<file path="src/rtl/sys_bus_arbiter_pkg.sv">
// Shared definitions for the system bus arbiter: default widths, FSM state
// encoding and an index-width helper.
`ifndef ADDR_BUS_WIDTH
`define ADDR_BUS_WIDTH 8
`endif
`ifndef MEM_WIDTH
`define MEM_WIDTH 32
`endif

package sys_bus_arbiter_pkg;

  localparam int unsigned ADDR_W_DEF = `ADDR_BUS_WIDTH;
  localparam int unsigned DATA_W_DEF = `MEM_WIDTH;
  localparam int unsigned STATE_W    = 3;

  typedef enum logic [STATE_W-1:0] {
    S_IDLE = 3'd0,
    S_ALE  = 3'd1,
    S_WR   = 3'd2,
    S_RD   = 3'd3,
    S_CAPT = 3'd4,
    S_DONE = 3'd5
  } arb_state_e;

  // Width of a requester index; never narrower than one bit.
  function automatic int unsigned idx_w(input int unsigned n);
    return (n > 1) ? $clog2(n) : 1;
  endfunction

endpackage

</file>
<file path="src/rtl/sys_bus_arbiter_rr_pick.sv">
// Combinational round-robin selector: first set request searching upward
// from last+1 with wrap-around.
module rr_pick
  import sys_bus_arbiter_pkg::*;
#(
  parameter int unsigned NUM_REQ = 2,
  parameter int unsigned IDX_W   = idx_w(NUM_REQ)
) (
  input  logic [NUM_REQ-1:0] req,
  input  logic [IDX_W-1:0]   last,
  output logic               vld_c,
  output logic [IDX_W-1:0]   idx_c
);

  logic [IDX_W-1:0] cand;

  // Scan from the farthest candidate down so the nearest one after last wins.
  always_comb begin
    vld_c = 1'b0;
    idx_c = '0;
    cand  = '0;
    for (int k = int'(NUM_REQ); k >= 1; k--) begin
      cand = IDX_W'((int'(last) + k) % int'(NUM_REQ));
      if (req[cand]) begin
        vld_c = 1'b1;
        idx_c = cand;
      end
    end
  end

endmodule

</file>
<file path="src/rtl/sys_bus_arbiter.sv">
// Round-robin arbiter and phase sequencer for the shared address/data bus.
// Sequence per transfer: ALE, then WR (write) or RD+CAPT (read), then DONE.
// Optional macro SYS_BUS_ARB_LOCK_EN adds req_lock for back-to-back
// transfers by the granted requester without returning to IDLE.
module sys_bus_arbiter
  import sys_bus_arbiter_pkg::*;
#(
  parameter int unsigned NUM_REQ = 2,
  parameter int unsigned ADDR_W  = ADDR_W_DEF,
  parameter int unsigned DATA_W  = DATA_W_DEF
) (
  input  logic                      clk,
  input  logic                      rst,
  input  logic [NUM_REQ-1:0]        req,
  input  logic [NUM_REQ-1:0]        req_we,
`ifdef SYS_BUS_ARB_LOCK_EN
  input  logic [NUM_REQ-1:0]        req_lock,
`endif
  input  logic [NUM_REQ*ADDR_W-1:0] req_addr,
  input  logic [NUM_REQ*DATA_W-1:0] req_wdata,
  output logic [NUM_REQ-1:0]        gnt,
  output logic [NUM_REQ-1:0]        ack,
  output logic [DATA_W-1:0]         rdata,
  output logic                      bus_ale_en,
  output logic                      bus_read_en,
  output logic                      bus_write_en,
  output logic [ADDR_W-1:0]         bus_addr,
  output logic [DATA_W-1:0]         bus_wdata,
  input  logic [DATA_W-1:0]         bus_rdata,
  output logic                      busy
);

  localparam int unsigned IDX_W = idx_w(NUM_REQ);

  arb_state_e          state_q, state_d;
  logic [IDX_W-1:0]    idx_q, idx_d;
  logic                we_q, we_d;
  logic [ADDR_W-1:0]   addr_q, addr_d;
  logic [DATA_W-1:0]   wdata_q, wdata_d;
  logic [IDX_W-1:0]    last_q, last_d;

  logic                pick_vld;
  logic [IDX_W-1:0]    pick_idx;
  logic                load_en;
  logic [IDX_W-1:0]    load_idx;

  logic [NUM_REQ-1:0]  gnt_d, ack_d;
  logic [DATA_W-1:0]   rdata_d;
  logic                ale_d, rd_d, wr_d, busy_d;
  logic [ADDR_W-1:0]   bus_addr_d;
  logic [DATA_W-1:0]   bus_wdata_d;

  rr_pick #(
    .NUM_REQ (NUM_REQ),
    .IDX_W   (IDX_W)
  ) u_rr_pick (
    .req   (req),
    .last  (last_q),
    .vld_c (pick_vld),
    .idx_c (pick_idx)
  );

  // State register.
  always_ff @(posedge clk or negedge rst) begin
    if (!rst) state_q <= S_IDLE;
    else      state_q <= state_d;
  end

  // Next state, request latching and registered output decode of next state.
  always_comb begin
    state_d     = state_q;
    idx_d       = idx_q;
    we_d        = we_q;
    addr_d      = addr_q;
    wdata_d     = wdata_q;
    last_d      = last_q;
    rdata_d     = rdata;
    load_en     = 1'b0;
    load_idx    = pick_idx;
    gnt_d       = '0;
    ack_d       = '0;
    ale_d       = 1'b0;
    rd_d        = 1'b0;
    wr_d        = 1'b0;
    bus_addr_d  = '0;
    bus_wdata_d = '0;

    unique case (state_q)
      S_IDLE: begin
        if (pick_vld) begin
          load_en = 1'b1;
          state_d = S_ALE;
        end
      end
      S_ALE:  state_d = we_q ? S_WR : S_RD;
      S_WR:   state_d = S_DONE;
      S_RD:   state_d = S_CAPT;
      S_CAPT: begin
        rdata_d = bus_rdata;
        state_d = S_DONE;
      end
      S_DONE: begin
        last_d  = idx_q;
        state_d = S_IDLE;
`ifdef SYS_BUS_ARB_LOCK_EN
        if (req_lock[idx_q] && req[idx_q]) begin
          load_en  = 1'b1;
          load_idx = idx_q;
          state_d  = S_ALE;
        end
`endif
      end
      default: state_d = S_IDLE;
    endcase

    if (load_en) begin
      idx_d   = load_idx;
      we_d    = req_we[load_idx];
      addr_d  = req_addr[int'(load_idx)*int'(ADDR_W) +: ADDR_W];
      wdata_d = req_wdata[int'(load_idx)*int'(DATA_W) +: DATA_W];
    end

    busy_d = (state_d != S_IDLE);
    if (busy_d) begin
      gnt_d[idx_d] = 1'b1;
      bus_addr_d   = addr_d;
    end

    case (state_d)
      S_ALE:  ale_d = 1'b1;
      S_WR: begin
        wr_d        = 1'b1;
        bus_wdata_d = wdata_d;
      end
      S_RD:   rd_d = 1'b1;
      S_DONE: ack_d[idx_d] = 1'b1;
      default: ;
    endcase
  end

  // Latched request fields, round-robin pointer and registered outputs.
  always_ff @(posedge clk or negedge rst) begin
    if (!rst) begin
      idx_q        <= '0;
      we_q         <= 1'b0;
      addr_q       <= '0;
      wdata_q      <= '0;
      last_q       <= IDX_W'(NUM_REQ - 1);
      gnt          <= '0;
      ack          <= '0;
      rdata        <= '0;
      bus_ale_en   <= 1'b0;
      bus_read_en  <= 1'b0;
      bus_write_en <= 1'b0;
      bus_addr     <= '0;
      bus_wdata    <= '0;
      busy         <= 1'b0;
    end else begin
      idx_q        <= idx_d;
      we_q         <= we_d;
      addr_q       <= addr_d;
      wdata_q      <= wdata_d;
      last_q       <= last_d;
      gnt          <= gnt_d;
      ack          <= ack_d;
      rdata        <= rdata_d;
      bus_ale_en   <= ale_d;
      bus_read_en  <= rd_d;
      bus_write_en <= wr_d;
      bus_addr     <= bus_addr_d;
      bus_wdata    <= bus_wdata_d;
      busy         <= busy_d;
    end
  end

endmodule
</file>
<file path="config.mk">
export PLATFORM = sky130hd
export DESIGN_NAME = sys_bus_arbiter
export DESIGN_NICKNAME = d
export VERILOG_FILES = /design/src/rtl/sys_bus_arbiter_pkg.sv /design/src/rtl/sys_bus_arbiter_rr_pick.sv /design/src/rtl/sys_bus_arbiter.sv
export SDC_FILE = /design/constraint.sdc
export NUM_CORES = 1
export LEC_CHECK = 0
export ABC_CLOCK_PERIOD_IN_PS = 2100
export CORE_UTILIZATION = 30
export DETAILED_ROUTE_END_ITERATION = 6
export PLACE_DENSITY = 0.66
export SYNTH_ARGS = -nofsm -noshare
export SYNTH_HDL_FRONTEND = slang
export SYNTH_HIERARCHICAL = 1
export SYNTH_SLANG_ARGS = --single-unit
</file>
<file path="constraint.sdc">
create_clock -name clk -period 2.1 [get_ports clk]
set_input_delay 0.42 -clock clk [delete_from_list [all_inputs] [get_ports clk]]
set_output_delay 0.42 -clock clk [all_outputs]
set_load 0.01 [all_outputs]
</file>
# --- Yosys cells after proc, flatten, opt, wreduce, memory -nomap -nowiden ---
# Cells that the tools add are included.
word_totals:
  regBits: 126
  input_bits: 118
  out_inout_bits: 80
  elab_cells: 64
classes:
  addsub: 2
  n_lt_le_gt_ge: 5
  n_eq_ne: 9
  n_shift: 2
  muxes: 27
  n_reduce_logical: 4
op_table:
  columns: ["op", "count"]
  rows:
  - ["32-bit two-way mux", 2]
  - ["64-bit by 7-bit variable part select with 32-bit output", 1]
  - ["1-bit two-way mux", 18]
  - ["8-bit two-way mux", 2]
  - ["16-bit by 5-bit variable part select with 8-bit output", 1]
  - ["3-bit by 2-bit equality test with 1-bit output, second input constant", 4]
  - ["3-bit case mux with 4 select lines", 1]
  - ["3-bit equality test, second input constant", 3]
  - ["1-bit by 2-bit less-than comparator with 1-bit output, second input constant", 4]
  - ["3-bit by 1-bit equality test with 1-bit output, second input constant", 2]
  - ["2-bit two-way mux", 2]
  - ["3-bit zero test", 1]
  - ["3-bit two-way mux", 1]
  - ["3-bit nonzero test", 1]
  - ["1-bit adder, second input constant", 2]
  - ["2-bit OR reduction", 1]
  - ["1-bit demux with 1-bit select", 1]
  - ["1-bit greater-or-equal comparator, second input constant", 1]
  - ["1-bit logical AND", 1]

# --- Logic depth before layout (Yosys ltp) ---
logic_depth:
  depth_word: 13
  depth_mapped: 6

# --- Cells and area by module ---
# The synthesis kept the hierarchy.
by_module_without_submodules:
  columns: ["module", "instances", "cells_each", "area_each_um2"]
  rows:
  - ["sys_bus_arbiter", 1, 372, 5052.3]
  - ["rr_pick", 1, 2, 13.8]

# --- Worst setup path after synthesis ---
# OpenSTA, ideal clock, no wires.
synth_timing:
  path_type: "input to register"
  start: "in req[1]"
  end: "reg bus_wdata[14]"
  setup_ns: 0.144
  arrival_ns: 1.537
  required_time_ns: 1.956
  setup_slack_ns: 0.419
  cell_stages: 5
  path_buffers: 2
  cell_sequence: "a21boi_1 > buf_2 > buf_1 > mux2i_1 > a211oi_2"
synth_via:
  elab_chain_cells: 8
synth_rtl:
  columns: ["item", "line", "source"]
  rows:
  - ["start, declared", "sys_bus_arbiter.sv:14", "input logic [NUM_REQ-1:0] req,"]
  - ["branches (longest 7 deep; another with 64-bit by 7-bit variable part select with 32-bit output)", null, null]
  - ["32-bit two-way mux *", "sys_bus_arbiter.sv:129", "case (state_d)"]
  - ["via bus_wdata_d[14]", "sys_bus_arbiter.sv:51", "logic [DATA_W-1:0] bus_wdata_d;"]
  - ["end signal, assigned", "sys_bus_arbiter.sv:171", "bus_wdata <= bus_wdata_d;"]
  - ["end, declared", "sys_bus_arbiter.sv:28", "output logic [DATA_W-1:0] bus_wdata,"]
# Mark *: on every way through the listed nets, which the timed path passes. The select of a mux whose other input is x is not followed.
# A chain may end at the register's enable or synchronous reset.

# --- Final worst setup path ---
layout_timing:
  start: "reg bus_wdata[31]"
  end: "out bus_wdata[31]"
# No word-level cell between the ends.

==> run_results.csv <==
group,metric,value,unit
power,max-vdd-ir-drop,0.6259,mV
drt,detail_route.wl_per_cell,14.06,microns
global_route,grt_pass1_vias,3726,
sta,finalHoldWorstSlack,108.8,ps
sta,timing_worst_slew_pin_value,652.6,ps
setup_path,critical_path_buf_inv_count,1,
power,leakage_power,3.275,nW
final_layout,layout_cells_sized_above_1,0.1869,
floorplanning,placementRows,47,
sta,timing.slew.headroom,0.5649,
global_route,grt_start_max_net_pins,127,
setup_path,required,1680,ps
drt,drt_iter0_drc,136,
sta,final_report_setup_violation_count,0,
floorplanning,floorplan.die_area,0.01741,sq mm
drt,detail_route.first_pass.iterations,4,
place,preCtsSetupSlack,-0.6457,ps
sta,fin_worst_skew,13.58,ps
sta,fmaxAchievable,0.5783,GHz
place,dp_hpwl,8.335,mm
sta,final-hold-violation-count,0,
sta,setup_tns,0,ps
sta,final.setup.worst_slack,370.8,ps
sta,final_worst_path_period_share,0.8234,
power,power.net_switching,0.003678,W
floorplanning,top_level_ports,198,
clock_network,cts_sinks,126,
setup_path,cp_max_fo,1,
global_route,grtUsageTotal,0.1384,
sta,slew_viol_final,0,
synthesis,syn_inst,374,
final_layout,fill_cells,1445,
setup_path,worst_path_dominant_cell_family,"buffers and inverters",
clock_network,cts_tree,"yes",
setup_path,crit_path_cell_trace,"clkdlybuf4s50_1",
clock_network,post_cts.resized_instances,0,
setup_path,capturing_element_type_of_the_critical_path,"output pin",
synthesis,fraction_of_registers_with_async_set_or_reset_after_synthesis,1.000,
drt,via_per_inst,4.480,
setup_path,critical_path_arrival,1310,ps
setup_path,cp.depth,1,
floorplanning,initial_utilization,0.3066,
synthesis,postSynth.topFlopCell,"sky130_fd_sc_hd__dfrtp_1",
setup_path,reg2regPathDepth,4,
clock_network,postCtsSetupRepairBufs,0,
drt,vias,3647,
drt,wirelength,11.44,mm
synthesis,synth_top_area_share,0.6174,
synthesis,yosysWarnings,6,
place,portBuffers,197,
clock_network,cts_htree_levels,4,
global_route,grt_antenna_before_repair,0,
final_layout,multi_input_area,0.001718,sq mm
sta,grt_setup_unrepaired,"no",
global_route,gr-total-overflow,0,
power,share_comb_of_total_power,0.415,
synthesis,synth_top_cell_by_area,"sky130_fd_sc_hd__dfrtp_1",
power,power,0.01139,W
synthesis,syn-num-nets,492,
final_layout,seq_area,0.003154,sq mm
power,p_clk_frac,0.228,
global_route,grt_pass1_wl,18.70,mm
synthesis,synth-edff-count,0,
final_layout,layout.core_utilization,0.4772,
final_layout,nets,699,
synthesis,synthesis.area_per_instance,13.55,sq um
setup_path,critPathSlowestCell,"sky130_fd_sc_hd__clkdlybuf4s50_1",
synthesis,postSynthRegisterBits,126,
floorplanning,dieWidth,132.0,microns
clock_network,worstSkewPairLatency,420,ps
sta,fin_crit,1729,ps
synthesis,synth.distinct_cells,31,
power,internal_power_consumption,0.007710,W
setup_path,peak_per_stage_delay_on_the_critical_path,560,ps
power,share_seq_of_total_power,0.357,
min_path,min_path_type,"input pin to async pin",
power,pwr_density_cell,1444,mW/mm^2
job,drv_cap,0,
clock_network,max_root_sink_buffers,2,
synthesis,synth_sequential_area_ratio,0.6226,
place,gpl_congestion,0.7997,
clock_network,clkSlewWorstSetupHoldPaths,50,ps
synthesis,synth_area,0.005066,sq mm
power,p_sw_frac,0.3230,
drt,detail-route-antenna-nets,0,
clock_network,cts_hold_buf,0,
run_status,outcome,"completed",
final_layout,ant_diodes,0,
floorplanning,die_h,132.0,microns
setup_path,cp-start-kind,"flop",
floorplanning,fp.coreArea,0.01652,sq mm
setup_path,path_class,"flop to output pin",
final_layout,syn2layout_area_growth,55.64,%
synthesis,post_synth_main_area_contributors,"sky130_fd_sc_hd__dfrtp_1, sky130_fd_sc_hd__mux2i_1, sky130_fd_sc_hd__mux2_2, sky130_fd_sc_hd__a211oi_2, sky130_fd_sc_hd__a21oi_1",
clock_network,cts_inserted_buffers,17,
drt,drc_viols,0,
clock_network,clockRootBuffer,"sky130_fd_sc_hd__clkbuf_16",
## worst reg2reg max path: stages, from the launching register on
cell and delay (ps):
sky130_fd_sc_hd__dfrtp_1 490, sky130_fd_sc_hd__nor2_1 220, sky130_fd_sc_hd__and2_1 180, sky130_fd_sc_hd__buf_4 300, sky130_fd_sc_hd__mux2_2 390
## registers in the layout (all words and copies together) (netlist names), 2 cells and up
name       count
bus_wdata     32
rdata         32
wdata_q       32
addr_q         8
bus_addr       8
state_q        3
ack            2
gnt            2
## layout make-up
cell class | instances | share of cell area
clock buffers | 18 | 0.05570
multi-input cells | 217 | 0.2179
well taps | 220 | 0.03491
flip-flops and latches | 126 | 0.4000
inverters | 2 | 0.0009521
clock inverters | 14 | 0.01222
repair buffers | 217 | 0.2783
## per-layer routing
| metal | GRT usage | part of all wire | wire, microns |
|---|---|---|---|
| met2 | 0.2363 | 0.52 | 5912 |
| met3 | 0.05267 | 0.066 | 756 |
| met4 | 0.04845 | 0.0081 | 93 |
| met5 | 0 | 0 | 0 |
| met1 | 0.1579 | 0.41 | 4679 |
## cells by family (layout without fill, tap and decap cells)
family	after synthesis	after routing	synth area share
flops	126	126	0.6226
compound gates	83	83	0.1205
mux	78	78	0.1637
simple gates	55	55	0.05088
buf+inv	31	251	0.04050
xor+xnor	1	1	0.001729
## per-stage QoR
stage,std cells,instance area [sq um]
floorplan,374,5066
global placement,782,7350
detailed placement,782,7350
CTS,814,7885
global route,814,7885
finish,814,7885
## worst paths after layout
path                               start            end  slack, ps
min                                  rst      rdata[11]        110
min in group clk                rdata[4]       rdata[4]        500
max                        bus_wdata[31]  bus_wdata[31]        370
min reg2reg                     rdata[4]       rdata[4]        500
max in group asynchronous            rst  bus_wdata[26]       1510
max reg2reg                   state_q[0]       rdata[0]        400
## synth_stat cells, drive strengths merged (2+ instances only)
| cell | count |
|---|---|
| dfrtp | 125 |
| nor2 | 45 |
| mux2i | 42 |
| a21oi | 41 |
| a211oi | 40 |
| mux2 | 36 |
| buf | 23 |
| clkbuf | 6 |
| inv | 2 |
| nor3b | 2 |
## cell usage in the layout (no fill, tap or decap), types with 15 or more instances in the layout
cell type and instances:
sky130_fd_sc_hd__clkdlybuf4s50_1 196, sky130_fd_sc_hd__dfrtp_1 125, sky130_fd_sc_hd__nor2_1 44, sky130_fd_sc_hd__mux2i_1 42
sky130_fd_sc_hd__a21oi_1 40, sky130_fd_sc_hd__mux2_2 34, sky130_fd_sc_hd__a211oi_1 23, sky130_fd_sc_hd__a211oi_2 17
sky130_fd_sc_hd__clkbuf_16 17, sky130_fd_sc_hd__buf_4 15
## power groups by stage
stage                     Combinational [W]  Sequential [W]  Clock, W
after floorplan                     0.00229         0.00432         0
after global placement              0.00465         0.00407         0
after detailed placement            0.00479         0.00412         0
after CTS                           0.00480         0.00409   0.00267
after global routing                0.00511         0.00421   0.00278
final                               0.00473         0.00407   0.00259
No activity file was read; power rests on OpenSTA's default activity.
